===== config.mk =====
export PLATFORM = sky130hd
export DESIGN_NAME = switch_debouncer
export DESIGN_NICKNAME = d
export VERILOG_FILES = /design/src/rtl/switch_debouncer.sv
export SDC_FILE = /design/constraint.sdc
export NUM_CORES = 1
export LEC_CHECK = 0
export ABC_AREA = 1
export CAP_MARGIN = 5
export CORE_MARGIN = 3
export CORE_UTILIZATION = 55
export DETAILED_ROUTE_END_ITERATION = 8
export PLACE_DENSITY = 0.76
export SLEW_MARGIN = 30
export SYNTH_ARGS = -nofsm -noshare
export SYNTH_HDL_FRONTEND = slang
export SYNTH_SLANG_ARGS = --single-unit
export TNS_END_PERCENT = 10

===== constraint.sdc =====
create_clock -name clk_100mhz -period 1.4 [get_ports clk_100mhz]
set_input_delay 0.42 -clock clk_100mhz [delete_from_list [all_inputs] [get_ports clk_100mhz]]
set_output_delay 0.42 -clock clk_100mhz [all_outputs]
set_load 0.02 [all_outputs]

===== src/rtl/switch_debouncer.sv =====
// ---------------------------------------------------------------------------
// switch_debouncer
//
// Conditions the board slide switches before they reach the switch-to-LED
// logic. Each channel is synchronised into the clk_100mhz domain, then
// filtered so that a new level is only accepted once it has been stable for
// DEBOUNCE_CYCLES consecutive clock edges. Accepted changes are reported
// with single-cycle rise/fall strobes.
//
// Parameters
//   WIDTH            number of independent switch channels
//   SYNC_STAGES      synchroniser flops per channel (>= 2)
//   DEBOUNCE_CYCLES  consecutive stable edges needed to accept a change (>= 2)
//
// Ports
//   clk_100mhz  in   1      system clock
//   rst_n       in   1      asynchronous active-low reset
//   sw_raw      in   WIDTH  raw, asynchronous, bouncing switch levels
//   sw_db       out  WIDTH  debounced level per channel
//   sw_rise     out  WIDTH  one-cycle strobe when sw_db[i] goes 0->1
//   sw_fall     out  WIDTH  one-cycle strobe when sw_db[i] goes 1->0
//   any_change  out  1      OR of all strobes, same cycle as the strobes
// ---------------------------------------------------------------------------
module switch_debouncer #(
  parameter int WIDTH           = 5,
  parameter int SYNC_STAGES     = 2,
  parameter int DEBOUNCE_CYCLES = 1000000
) (
  input  logic             clk_100mhz,
  input  logic             rst_n,
  input  logic [WIDTH-1:0] sw_raw,
  output logic [WIDTH-1:0] sw_db,
  output logic [WIDTH-1:0] sw_rise,
  output logic [WIDTH-1:0] sw_fall,
  output logic             any_change
);

  localparam int CNT_W = (DEBOUNCE_CYCLES > 2) ? $clog2(DEBOUNCE_CYCLES) : 1;
  localparam logic [CNT_W-1:0] CNT_LAST = CNT_W'(DEBOUNCE_CYCLES - 1);

  // Counter advance that holds at the acceptance value, so the counter can
  // never wrap even if the acceptance branch were bypassed.
  function automatic logic [CNT_W-1:0] cnt_sat_inc(input logic [CNT_W-1:0] c);
    return (c == CNT_LAST) ? CNT_LAST : c + CNT_W'(1);
  endfunction

  logic [WIDTH-1:0]            sync_p [SYNC_STAGES];
  logic [WIDTH-1:0]            sync_q;
  logic [WIDTH-1:0][CNT_W-1:0] cnt_p1;
  logic [WIDTH-1:0][CNT_W-1:0] cnt_nxt;
  logic [WIDTH-1:0]            db_nxt;
  logic [WIDTH-1:0]            rise_nxt;
  logic [WIDTH-1:0]            fall_nxt;

  // Stage 0: synchroniser chain; the only logic that samples sw_raw.
  always_ff @(posedge clk_100mhz or negedge rst_n) begin
    if (!rst_n) begin
      for (int s = 0; s < SYNC_STAGES; s++) sync_p[s] <= '0;
    end else begin
      sync_p[0] <= sw_raw;
      for (int s = 1; s < SYNC_STAGES; s++) sync_p[s] <= sync_p[s-1];
    end
  end

  assign sync_q = sync_p[SYNC_STAGES-1];

  // Stage 1: per-channel stability counters and acceptance decision.
  always_comb begin
    cnt_nxt  = '0;
    db_nxt   = sw_db;
    rise_nxt = '0;
    fall_nxt = '0;
    for (int i = 0; i < WIDTH; i++) begin
      if (sync_q[i] == sw_db[i]) begin
        // Input agrees with the accepted level: any partial run was a glitch.
        cnt_nxt[i] = '0;
      end else if (cnt_p1[i] == CNT_LAST) begin
        db_nxt[i]   = sync_q[i];
        cnt_nxt[i]  = '0;
        rise_nxt[i] = sync_q[i];
        fall_nxt[i] = ~sync_q[i];
      end else begin
        cnt_nxt[i] = cnt_sat_inc(cnt_p1[i]);
      end
    end
  end

  // Stage 2: registered level, strobes and the combined change flag.
  always_ff @(posedge clk_100mhz or negedge rst_n) begin
    if (!rst_n) begin
      cnt_p1     <= '0;
      sw_db      <= '0;
      sw_rise    <= '0;
      sw_fall    <= '0;
      any_change <= 1'b0;
    end else begin
      cnt_p1     <= cnt_nxt;
      sw_db      <= db_nxt;
      sw_rise    <= rise_nxt;
      sw_fall    <= fall_nxt;
      any_change <= |(rise_nxt | fall_nxt);
    end
  end

endmodule

=== Word level (Yosys, flattened, before mapping) ===
Index checks and enable logic that the tools add are counted.

* Register bits after elaboration: 126
* Logic and storage cells: 77
* Input port bits: 7

* Equal/unequal tests: 10
* Multiplexer cells: 30
* Add/sub/neg operators: 5
* Reductions and logical operators: 6
* Bitwise gates (word level): 11

{| class="wikitable"
|+ Operators by type and width
! cell !! count
|-
| $mux W20 || 10
|-
| $add A20 B1 Y20 const B || 5
|-
| $eq A20 B20 Y1 const B || 5
|-
| $mux W1 || 20
|-
| $not A1 Y1 || 10
|-
| $reduce_and A2 Y1 || 5
|-
| $eq A1 B1 Y1 || 5
|-
| $or A5 B5 Y5 || 1
|-
| $reduce_or A5 Y1 || 1
|}

=== Logic depth before layout (Yosys ltp) ===
* Depth after elaboration: 5
* Gate-level depth with buffers: 10
* Depth with buffers taken out: 10

=== Worst setup path before layout ===
No wires, ideal clock.

* Kind: register -> register
* From: register cnt_p1[40] (netlist name)
* To: register cnt_p1[59] (netlist name)
* Clock period less this slack: 1.393 ns
* Path buffers: 0
* Required time: 1.283 ns
* Setup slack: 0.007 ns
* Arrival: 1.276 ns
* Cell stages (with the launch flop): 9
* Setup time: 0.117 ns
* Path through: dfrtp_1 ha_1 nand2_1 nor3_2 nand3_2 nand2_2 inv_1 nand2_1 nor2_1

{| class="wikitable"
|+ RTL lines
! what !! RTL line !! text
|-
| from (decl) || 49 || <nowiki>logic [WIDTH-1:0][CNT_W-1:0] cnt_p1;</nowiki>
|-
| from (signal assigned) || 97 || <nowiki>cnt_p1 <= cnt_nxt;</nowiki>
|}

==> metrics.txt <==
switching power=between 1.5 and 2 mW; DP Area=~0.0071 mm²; critical-path cell list=ha_2, nand2_4, nor2_4, inv_2, nor2_4, nand3_4, nand2_8, buf_4, nor2_1; post-synthesis simple-gate area fraction=35.5%; Vias/cell=5.20; initial drt markers=slightly above 400; grt ovf=0; Die ar.=between 0.01 and 0.015 mm²; Critical Path RT=around 1.7 ns; Inserted Diodes=0; combinational share of power=under 10%; Routed Antenna Nets=0; status=finished, violations left; post-route design area=slightly above 0.008 mm²; synthesized area=roughly 0.0063 mm²; worst min path class=flop to flop; syn_nets=802; Pwr Density=1030 mW/mm²; total wire length=about 14 mm; VDD IR max=around 1.3 mV; CTS buffer count=17; Final setup viols=27; CTS root buf=clkbuf_16; DRC viols=0; Post-DP HPWL=9.75 mm; Yosys warnings=0; TNS Setup=-0.709 ns; Gate Count Post-Synth=between 700 and 800; # fillers=759; Layout Nets=approximately 900; post-synthesis xor/xnor area fraction=5.85%; Clk Latency, worst-skew pair=0.42 ns; GRT Total Usage=23.3%; IO buf count=22; Critical Path Source Type=flop; layout cell share with drive strength beyond 1=a little under a quarter; die height=approximately 110 µm; Initial Util=approximately 57%; Worst-Margin Slew=0.390 ns; I/O pin cnt=23; initial antenna violation count=0; CP max stage delay=0.35 ns; post-route total power=between 8 and 9 mW; core area=roughly 0.011 mm²; internal power=between 6 and 7 mW; sw frac=20.5%; Worst-path clk slew=0.05 ns; sequential power share=between 40 and 50%; clock share of power=around half; Site Rows=38; fmax=0.689 GHz; Yosys cell types=33; number of synthesized register bits=~130; clock skew=between 0.007 and 0.008 ns; Clock Sinks=between 100 and 150; placer congestion estimate=roughly 0.94; period utilisation layout=104%; mux cell area share after synthesis=0%; Synth Area in Adders=less than 1%; synthesized area per cell=about 8 µm²; Arrival @ worst endpoint=about 1.8 ns; Synth Area in Compound Gates=2.47%; Final Util=roughly three quarters; Area Overhead vs Synth=29.6%; TritonCTS clock tree=done; first-pass GRT wire length=roughly 24 mm; max_cap viols=0; fin crit period=about 1.5 ns; main combinational cell family by area after synthesis=simple AND/OR/NAND/NOR gates; clk buf depth=2; largest net degree at the start of global routing=37; Reg2Reg Depth=9; hold path cells=0; Leak=roughly 3.8 nW; sequential area share after synthesis=around 50%; via count=approximately 5,400; Most Frequent Cell on Critical Path=nor2_4; Slew Limit Fails=0; Final Hold Violating Endpoints=0; Critical Path Slowest Stage Cell=dfrtp_1; H-tree levels=4; Setup CP Type=flop to flop; violated checks=negative setup slack; Worst setup EP type=flop; RSZ-0062 raised after global routing=true; setup slack after layout=-0.0521 ns; vias in the first global route=approximately 5,400; Max-slew headroom=73.8%; Crit Path Max Fanout=5; Die W=roughly 110 µm; Wirelength per Cell=around 14 µm; TritonRoute pass-1 iters=5
-- cell usage in the layout (no fill, tap or decap), drive strengths merged, types with 5 or more instances in the layout --
master	count
a21oi	15
buf	83
clkbuf	23
clkdlybuf4s50	5
dfrtp	126
ha	5
inv	84
nand2	163
nand3	54
nand3b	7
nand4	11
nor2	224
nor3	33
nor3b	8
o21ai	5
xnor2	5
xor2	37
-- registers in the layout (all words and copies together) (netlist names) --
register,cells
sw_rise,5
sync_p,5
any_change,1
cnt_p1,100
sw_fall,5
sync_q,5
sw_db,5
-- power by group through the flow --
stage | Combinational (mW) | Sequential (mW) | Clock (mW)
after detailed placement | 0.308 | 3.79 | 0
after global placement | 0.295 | 3.78 | 0
after global routing | 0.405 | 3.74 | 4.58
after floorplan | 0.116 | 3.78 | 0
after CTS | 0.337 | 3.73 | 4.40
final | 0.356 | 3.74 | 4.33
-- metrics by stage --
stage	setup slack [ns]	std cells	hold WS (ns)
floorplan	0.00721	790	0.124
global placement	-0.0860	1005	0.280
detailed placement	-0.135	1005	0.284
CTS	-0.0580	1041	0.348
global route	-0.166	1048	0.355
finish	-0.0521	1048	0.351
-- what timing repair did --
item,CTS,global route
setup endpoints to repair,91,98
resized for setup,99,72
hold endpoints to repair,7,0
hold buffers,1,0
pin swaps,13,22
gates cloned,0,0
buffers inserted,5,7
-- final cells by class --
type	instances	area [µm²]	share of cell area, %
Multi-Input combinational cell	579	3180	39.0
Sequential cell	126	3160	38.7
Clock buffer	23	468	5.74
Timing Repair Buffer	89	734	9.01
Inverter	84	323	3.96
Tap cell	140	175	2.15
Clock inverter	7	113	1.38
-- final timing paths --
path	start	endpoint	slack, ns
max	cnt_p1[81]$_DFF_PN0_	cnt_p1[98]$_DFF_PN0_	-0.05
min reg2reg	sync_p[8]$_DFF_PN0_	sync_q[3]$_DFF_PN0_	0.35
max reg2reg	cnt_p1[81]$_DFF_PN0_	cnt_p1[98]$_DFF_PN0_	-0.05
min in group asynchronous	rst_n	cnt_p1[10]$_DFF_PN0_	0.40
min	sync_p[8]$_DFF_PN0_	sync_q[3]$_DFF_PN0_	0.35
max in group asynchronous	rst_n	cnt_p1[82]$_DFF_PN0_	0.45
-- Yosys cell counts --
master	instances	area share, %
o21ai_1	1	0.079
xnor2_1	5	0.70
o21bai_1	1	0.12
a221oi_1	1	0.14
and2_1	1	0.10
nor2_4	4	0.72
or2_2	2	0.20
nor2_2	9	0.89
a21oi_1	15	1.2
a211oi_1	1	0.12
nand3b_2	1	0.18
ha_1	5	0.99
nand3b_1	6	0.72
nor3_1	29	2.3
nor2_1	211	13
nand4_1	11	1.1
and2_2	1	0.12
inv_2	3	0.18
nand2_2	8	0.80
xor2_1	37	5.2
nand2_1	153	9.1
nand3_2	4	0.64
nor3_4	1	0.26
clkbuf_1	1	0.060
o22ai_1	2	0.20
nor3b_1	8	0.95
nor3_2	3	0.48
nand3_1	50	4.0
a31oi_1	3	0.30
nand2_4	2	0.36
dfrtp_1	126	50
o21ai_0	4	0.32
inv_1	81	4.8
-- worst max-delay path, delay by kind of cell, from the launching register on --
family	cells	cell delay (ns)
simple gates	6	0.60
flops	1	0.35
fa+ha+maj	1	0.21
buf+inv	2	0.16
-- layer usage --
layer / GRT usage [%] / vias to the layer above / part of all wire [%]
met5: 0 / - / 0
met3: 5.51 / 25 / 4.0
met1: 29.8 / 2590 / 43
met2: 38.3 / 137 / 51
li1: - / 2697 / -
met4: 9.46 / 0 / 1.8
-- logic make-up after synthesis --
family	Yosys count
compound gates	28
xor+xnor	42
fa+ha+maj	5
buf+inv	85
flops	126
simple gates	504
Power figures use the tool's default switching activity.
